--- src/rtl/note_voice_scheduler.sv ---
// note_voice_scheduler: shares the left/right speaker voices between NREQ
// prioritised note requesters. Each voice plays a latched divider for a
// requested number of ticks, then rests for an articulation gap.
module note_voice_scheduler #(
   parameter int          NREQ        = 4,
   parameter int          DIV_W       = 22,
   parameter int          DUR_W       = 16,
   parameter int          GAP_TICKS   = 2,
   parameter int unsigned SILENCE_DIV = 0,
   localparam int         OW          = (NREQ > 1) ? $clog2(NREQ) : 1
) (
   input  logic                  clk,
   input  logic                  rst,
   input  logic                  tick,
   input  logic                  flush,
   input  logic [NREQ-1:0]       req,
   input  logic [NREQ*DIV_W-1:0] req_div,
   input  logic [NREQ*DUR_W-1:0] req_dur,
   output logic [NREQ-1:0]       ack,
   output logic [NREQ-1:0]       done,
   output logic [NREQ-1:0]       drop,
   output logic [DIV_W-1:0]      left_note_div,
   output logic [DIV_W-1:0]      right_note_div,
   output logic                  left_busy,
   output logic                  right_busy,
   output logic [OW-1:0]         left_owner,
   output logic [OW-1:0]         right_owner
);

   typedef enum logic [1:0] {ST_IDLE, ST_PLAY, ST_GAP} st_t;

   localparam logic [DIV_W-1:0] SIL = DIV_W'(SILENCE_DIV);
   localparam logic [DUR_W-1:0] GAP = DUR_W'(GAP_TICKS);

   // Voice 0 is the left voice, voice 1 the right voice.
   st_t              state_q    [2];
   st_t              state_d    [2];
   logic [DUR_W-1:0] cnt_q      [2];
   logic [DUR_W-1:0] cnt_d      [2];
   logic [DIV_W-1:0] div_q      [2];
   logic [DIV_W-1:0] div_d      [2];
   logic [OW-1:0]    owner_q    [2];
   logic [OW-1:0]    owner_d    [2];
   logic [DIV_W-1:0] note_div_q [2];
   logic [DIV_W-1:0] note_div_d [2];
   logic             busy_q     [2];
   logic             busy_d     [2];
   logic [NREQ-1:0]  ack_q, ack_d;
   logic [NREQ-1:0]  done_q, done_d;
   logic [NREQ-1:0]  drop_q, drop_d;

   logic             cand_vld;
   logic [OW-1:0]    cand;
   logic             tgt;
   logic             tgt_ok;
   logic             preempt;
   logic             grant;
   logic             pre_l;
   logic             pre_r;
   logic             finishing  [2];
   logic [DUR_W-1:0] cand_dur;
   logic [DIV_W-1:0] cand_div;

   // Pick the highest-priority requester and the voice it would land on.
   always_comb begin
      cand_vld = 1'b0;
      cand     = '0;
      for (int i = NREQ - 1; i >= 0; i--) begin
         if (req[i]) begin
            cand_vld = 1'b1;
            cand     = OW'(i);
         end
      end
      cand_div = req_div[int'(cand)*DIV_W +: DIV_W];
      cand_dur = req_dur[int'(cand)*DUR_W +: DUR_W];
      for (int v = 0; v < 2; v++) begin
         finishing[v] = tick && (state_q[v] == ST_PLAY) && (cnt_q[v] == DUR_W'(1));
      end
      pre_l   = (state_q[0] == ST_PLAY) && (owner_q[0] > cand);
      pre_r   = (state_q[1] == ST_PLAY) && (owner_q[1] > cand);
      tgt     = 1'b0;
      tgt_ok  = 1'b0;
      preempt = 1'b0;
      if (state_q[0] == ST_IDLE) begin
         tgt    = 1'b0;
         tgt_ok = 1'b1;
      end else if (state_q[1] == ST_IDLE) begin
         tgt    = 1'b1;
         tgt_ok = 1'b1;
      end else if (pre_l || pre_r) begin
         preempt = 1'b1;
         tgt_ok  = 1'b1;
         if (pre_l && pre_r) begin
            tgt = (owner_q[0] > owner_q[1]) ? 1'b0 : 1'b1;
         end else begin
            tgt = pre_r;
         end
      end
      // A requester owning both voices must not see done and drop together;
      // the preemption simply waits one cycle in that corner.
      if (preempt && finishing[~tgt] && (owner_q[~tgt] == owner_q[tgt])) begin
         tgt_ok = 1'b0;
      end
      grant = cand_vld && tgt_ok && !flush;
   end

   // Per-voice next state: flush, then grant, then tick-driven countdown.
   always_comb begin
      ack_d  = '0;
      done_d = '0;
      drop_d = '0;
      if (grant) begin
         ack_d[cand] = 1'b1;
      end
      for (int v = 0; v < 2; v++) begin
         state_d[v] = state_q[v];
         cnt_d[v]   = cnt_q[v];
         div_d[v]   = div_q[v];
         owner_d[v] = owner_q[v];
         if (flush) begin
            if (state_q[v] == ST_PLAY) begin
               drop_d[owner_q[v]] = 1'b1;
            end
            state_d[v] = ST_IDLE;
            cnt_d[v]   = '0;
         end else if (grant && (tgt == v[0])) begin
            if (preempt) begin
               drop_d[owner_q[v]] = 1'b1;
            end
            state_d[v] = ST_PLAY;
            div_d[v]   = cand_div;
            owner_d[v] = cand;
            cnt_d[v]   = (cand_dur == '0) ? DUR_W'(1) : cand_dur;
         end else if (tick) begin
            case (state_q[v])
               ST_PLAY: begin
                  if (cnt_q[v] == DUR_W'(1)) begin
                     done_d[owner_q[v]] = 1'b1;
                     if (GAP_TICKS == 0) begin
                        state_d[v] = ST_IDLE;
                        cnt_d[v]   = '0;
                     end else begin
                        state_d[v] = ST_GAP;
                        cnt_d[v]   = GAP;
                     end
                  end else begin
                     cnt_d[v] = cnt_q[v] - DUR_W'(1);
                  end
               end
               ST_GAP: begin
                  if (cnt_q[v] == DUR_W'(1)) begin
                     state_d[v] = ST_IDLE;
                     cnt_d[v]   = '0;
                  end else begin
                     cnt_d[v] = cnt_q[v] - DUR_W'(1);
                  end
               end
               default: begin
                  cnt_d[v] = cnt_q[v];
               end
            endcase
         end
         busy_d[v]     = (state_d[v] != ST_IDLE);
         note_div_d[v] = (state_d[v] == ST_PLAY) ? div_d[v] : SIL;
      end
   end

   // State and registered outputs, synchronous reset.
   always_ff @(posedge clk) begin
      if (rst) begin
         ack_q  <= '0;
         done_q <= '0;
         drop_q <= '0;
         for (int v = 0; v < 2; v++) begin
            state_q[v]    <= ST_IDLE;
            cnt_q[v]      <= '0;
            div_q[v]      <= SIL;
            owner_q[v]    <= '0;
            note_div_q[v] <= SIL;
            busy_q[v]     <= 1'b0;
         end
      end else begin
         ack_q  <= ack_d;
         done_q <= done_d;
         drop_q <= drop_d;
         for (int v = 0; v < 2; v++) begin
            state_q[v]    <= state_d[v];
            cnt_q[v]      <= cnt_d[v];
            div_q[v]      <= div_d[v];
            owner_q[v]    <= owner_d[v];
            note_div_q[v] <= note_div_d[v];
            busy_q[v]     <= busy_d[v];
         end
      end
   end

   assign ack            = ack_q;
   assign done           = done_q;
   assign drop           = drop_q;
   assign left_note_div  = note_div_q[0];
   assign right_note_div = note_div_q[1];
   assign left_busy      = busy_q[0];
   assign right_busy     = busy_q[1];
   assign left_owner     = owner_q[0];
   assign right_owner    = owner_q[1];

endmodule

--- config.mk ---
export PLATFORM = sky130hd
export DESIGN_NAME = note_voice_scheduler
export DESIGN_NICKNAME = d
export VERILOG_FILES = /design/src/rtl/note_voice_scheduler.sv
export SDC_FILE = /design/constraint.sdc
export NUM_CORES = 1
export LEC_CHECK = 0
export CAP_MARGIN = 20
export CORE_ASPECT_RATIO = 1.75
export CORE_UTILIZATION = 48
export CTS_CLUSTER_DIAMETER = 150
export DETAILED_ROUTE_END_ITERATION = 8
export PLACE_DENSITY = 0.8
export REMOVE_ABC_BUFFERS = 1
export SLEW_MARGIN = 10
export SYNTH_ARGS = -nofsm -noshare
export SYNTH_HDL_FRONTEND = slang
export SYNTH_SLANG_ARGS = --single-unit
--- constraint.sdc ---
create_clock -name clk -period 5.1 [get_ports clk]
set_input_delay 1.53 -clock clk [delete_from_list [all_inputs] [get_ports clk]]
set_output_delay 1.53 -clock clk [all_outputs]
set_load 0.01 [all_outputs]
Word level (Yosys, flattened, before mapping)
Memories as Yosys holds them, arrays and structs flattened.
Cells that the tools add are included.
Widths: inputs -> output; s select.
{ "word_totals": {"reg_bits": 12, "ram_bits": 130, "inputBits": 160, "output_inout_bits": 62, "wordCells": 170, "memories": 6} }
{ "op_classes": {"addsub": 2, "n_mul": 1, "magnitude_cmp": 10, "n_eq_ne": 9, "shifts": 2, "mux": 96, "n_bitwise": 17, "n_reduce_logical": 24} }
{ "mem_list": {"columns": ["memory", "words", "width", "read_ports", "rd_ports_with_merged_regs", "wr", "line", "rtl"], "rows": [
  ["div_q", 2, 22, 2, 0, 2, "40", "logic [DIV_W-1:0] div_q [2];"],
  ["note_div_q", 2, 22, 2, 0, 2, "44", "logic [DIV_W-1:0] note_div_q [2];"],
  ["cnt_q", 2, 16, 2, 0, 2, "38", "logic [DUR_W-1:0] cnt_q [2];"],
  ["owner_q", 2, 2, 4, 0, 2, "42", "logic [OW-1:0] owner_q [2];"],
  ["state_q", 2, 2, 2, 0, 2, "36", "st_t state_q [2];"],
  ["busy_q", 2, 1, 2, 0, 2, "46", "logic busy_q [2];"]
]} }
{ "op_table": {"columns": ["operator", "n"], "rows": [
  ["$mux 22", 10],
  ["$mux 16", 13],
  ["$shiftx 88x8->22", 1],
  ["$mux 4", 18],
  ["$pmux 16 s2", 2],
  ["$shiftx 64x7->16", 1],
  ["$mux 2", 22],
  ["$eq 16x1->1 const B", 2],
  ["$sub 16x1->16 const B", 2],
  ["$mux 1", 26],
  ["$logic_and 1x1->1", 16],
  ["$logic_not 16->1", 1],
  ["$or 1x1->1", 12],
  ["$lt 2x3->1 const B", 3],
  ["$eq 2x1->1 const B", 4],
  ["$or 4x4->4", 2],
  ["$pmux 2 s2", 2],
  ["$demux 1 s2", 3],
  ["$ge 2x1->1 const B", 3],
  ["$gt 2x2->1", 3],
  ["$mul 2x4->6 const B", 1],
  ["$eq 2x2->1 const B", 2],
  ["$logic_not 2->1", 2],
  ["$reduce_bool 2->1", 2],
  ["7 further kinds", 8]
]} }

Logic depth before layout (Yosys ltp)
{ "logic_depth": {"depth_word": 30, "mapped_depth": 16, "mapped_depth_nobuf": 11} }

Worst setup path after synthesis
Ideal clock, no wire load.
{ "synth_timing": {"kind": "input -> register", "from": "input port req[1]", "to": "memory div_q[1][6] (netlist: div_q[0][28])", "setup_time_ns": 0.070, "arrival_time_ns": 4.729, "t_required_ns": 5.030, "slack_ns": 0.301, "stages": 16, "n_path_buf": 6, "cell_sequence": "clkbuf_1 -> clkbuf_1 -> clkbuf_1 -> clkbuf_1 -> nor3_1 -> inv_1 -> ha_1 -> nor2b_1 -> o211ai_1 -> o21ai_0 -> a211oi_1 -> and2_4 -> clkbuf_1 -> clkbuf_1 -> nand2_1 -> a21oi_1"} }
{ "synth_rtl": {"columns": ["element", "line", "rtl"], "rows": [
  ["start, declared", "16", "input logic [NREQ-1:0] req,"],
  ["end, declared", "40", null]
]} }

==> flow_summary.yaml <==
outcome:
  status: "finished, final reports clean"
yosys:
  synth_edf_count: 0
  seq_area_frac_synth: 0.389
  synth-main-ff-cell: "dfxtp_1"
  synth_compound_area_frac: 0.301
  synth_top_family_by_area: "compound AO/OA/AOI/OAI gates"
  syn_inst: 913
  synthMuxAreaShare: 0.00701
  syn_area_um2: 7310
  synthArstFlopShare: 0
  synthSimpleGateAreaFrac: 0.225
  ys_ff_latch: 142
  yosysWarnings: 0
  synth_fa_ha_area_frac: 0.0274
  synth.avg_cell_area_um2: 8.01
  yosysUniqueCellTypes: 65
  synth-xor-area-share: 0
die:
  die_height_um: 165
  start_util: 0.491
  die_w_um: 95.3
  dieArea_um2: 15800
  io_pins: 222
  coreArea_um2: 14900
  num_rows: 59
placement:
  pre_cts_ws_ps: 298
  dpl_cell_area_um2: 9740
  hpwl_um: 19100
  placed_cells: 1276
  place_congestion: 1.04
  numPortBuffers: 221
critical_path:
  arrival_ps: 4740
  start_kind: "input pin"
  rr_worst_depth: 8
  end_kind: "flop"
  path_class: "in2reg"
  crit_required_ps: 5460
  cp_max_fo: 22
global_route:
  grt_pass1_vias: 7879
  grt_max_degree: 52
  overflow: 0
  grtUsageTotal: 0.326
  grt_use_met3: 0.0536
  met2_usage: 0.616
  grt.busiest_layer: "met2"
  grt_first_pass_wirelength_um: 39200
  antenna_found_initial: 1
  gr-usage-met1: 0.305
final_layout:
  sequential_cell_area_um2: 2840
  stdcell_area_um2: 10400
  layout-drive-gt1-share: 0.0764
  num-nets-final: 1288
  multi_input_area_um2: 4120
  fin_cells: 1309
  area_growth_pct: 41.6
  num-fill-cells: 1227
timing:
  setup_ws_ps: 718
  hold_viol_final: 0
  tightest_slew_ps: 931
  setup_viol: 0
  setup_tns_ps: 0
  fin_hold_ws_ps: 453
  fmax_mhz: 228
  timing.slew.headroom: 0.377
  grt_setup_unrepaired: "no"
  finalCritPeriodShare: 0.859
  finalClockSkew_ps: 11.2
  finalCriticalPeriod_ps: 4380
  slew_viol_final: 0
cts:
  cts_resized: 0
  cts_sinks: 142
  cts_tree: "built"
  clock-root-buffer: "clkbuf_16"
  postCtsSetupBuffers: 0
  clk_path_buf_depth: 2
  hold_buffers: 0
  cts_made_buffers: 17
  clk_latency_ps: 420
  path_clk_slew_ps: 60
  h-tree-depth: 4
drt:
  drc: 0
  wl_um: 25600
  routed_via_density: 6.12
  vias: 8015
  wl_per_cell_um: 19.5
  drt_iter0_markers: 576
  ant_nets: 0
  dr.pass1.iters: 5
pwr:
  leakage_nw: 3.73
  irDropWorstVdd_uv: 276
  power_density_nw_per_um2: 285
run:
  drv_cap: 0
hold_path:
  hp-class: "reg2reg"
  min_path_cells: 2
==> cell usage after synthesis (all sizes together), types with 2 or more instances <==
library cell	number	area, um^2
a211o	2	17.5
a211oi	24	180
a21o	3	22.5
a21oi	106	531
a221o	23	230
a221oi	4	35.0
a22o	47	412
a22oi	18	135
a311oi	4	35.0
a31oi	8	50.1
a32o	2	20.0
and2	4	27.5
and3	2	17.5
buf	21	114
clkbuf	53	199
dfxtp	142	2840
ha	16	200
inv	16	60.1
mux2i	4	40.0
nand2	166	623
nand2b	3	18.8
nand3	12	60.1
nand3b	2	15.0
nand4	5	31.3
nor2	47	176
nor2b	17	106
nor3	29	145
nor3b	6	45.0
nor4	7	58.8
nor4b	9	85.1
o211ai	7	52.6
o21ai	40	200
o22ai	4	25.0
o311a	3	30.0
o31a	3	26.3
o31ai	5	37.5
o41ai	7	61.3
or2	8	50.1
or3	10	62.6
or3b	2	17.5
or4	7	52.6
or4b	2	20.0
==> critical path, stage by stage <==
cell and delay (ps):
clkdlybuf4s50_1 570, nor2_1 150, nor3_1 180, buf_4 150, inv_1 50, ha_1 280, nor2b_1 130, o211ai_1 150
a2111o_1 480, nand2b_1 170, and2_4 180, a2111oi_4 180, buf_4 340, a22o_1 200
==> sequential cells by signal, indices dropped and copies added (netlist names) <==
| register | flops |
|---|---|
| drop | 4 |
| cnt_q | 32 |
| ack | 4 |
| div_q | 44 |
| owner_q | 4 |
| busy_q | 2 |
| done | 4 |
| state_q | 4 |
| note_div_q | 44 |
==> kinds of logic after synthesis <==
family	Yosys count
muxes	5
adders and majority gates	16
AOI/OAI and AO/OA	319
buffers and inverters	90
and+or+nand+nor	341
DFF	142
==> metal layers <==
layer,part of all wire,up-vias
li1,-,3775
met1,0.32,3707
met2,0.54,425
met3,0.065,108
met4,0.071,0
met5,0,-
==> per-stage QoR <==
| stage | power [mW] | util |
|---|---|---|
| after CTS | 2.95 | 0.694 |
| after global routing | 3.05 | 0.694 |
| after global placement | 1.68 | 0.653 |
| final | 2.95 | 0.694 |
| after detailed placement | 1.68 | 0.653 |
| after floorplan | 1.41 | - |
==> where the power goes <==
group	internal [mW]	switching (mW)	total (mW)	leakage (nW)
registers	1.14	0.0240	1.17	1.15
clock network	0.744	0.536	1.28	0.297
logic	0.243	0.257	0.500	2.28
total	2.13	0.818	2.95	3.73
==> cell type report <==
cell class,count,area share
Sequential cell,142,0.275
Timing Repair Buffer,254,0.241
Clock buffer,17,0.0411
Clock inverter,15,0.0179
Multi-Input combinational cell,681,0.398
Tap cell,183,0.0221
Antenna cell,1,0.000242
Inverter,16,0.00580
==> path summary, 6_finish.rpt <==
kind	from	endpoint	slack, ps
min	div_q[0][6]	note_div_q[0][6]	450
max	req[2]	note_div_q[0][27]	720
max reg2reg	cnt_q[0][0]	ack[1]	1610
min reg2reg	div_q[0][6]	note_div_q[0][6]	450
==> cells in the final DEF, fill, tap and decap left out, drive strengths merged, types with 12 or more instances in the layout <==
cell / count
a22oi: 18
ha: 16
a221o: 23
nor2: 47
clkdlybuf4s50: 220
nand3: 12
inv: 26
nand2: 166
dfxtp: 142
nor2b: 17
buf: 34
clkbuf: 17
a211oi: 24
a21oi: 106
nor3: 29
a22o: 47
o21ai: 40
No activity file was read; power rests on OpenSTA's default activity.
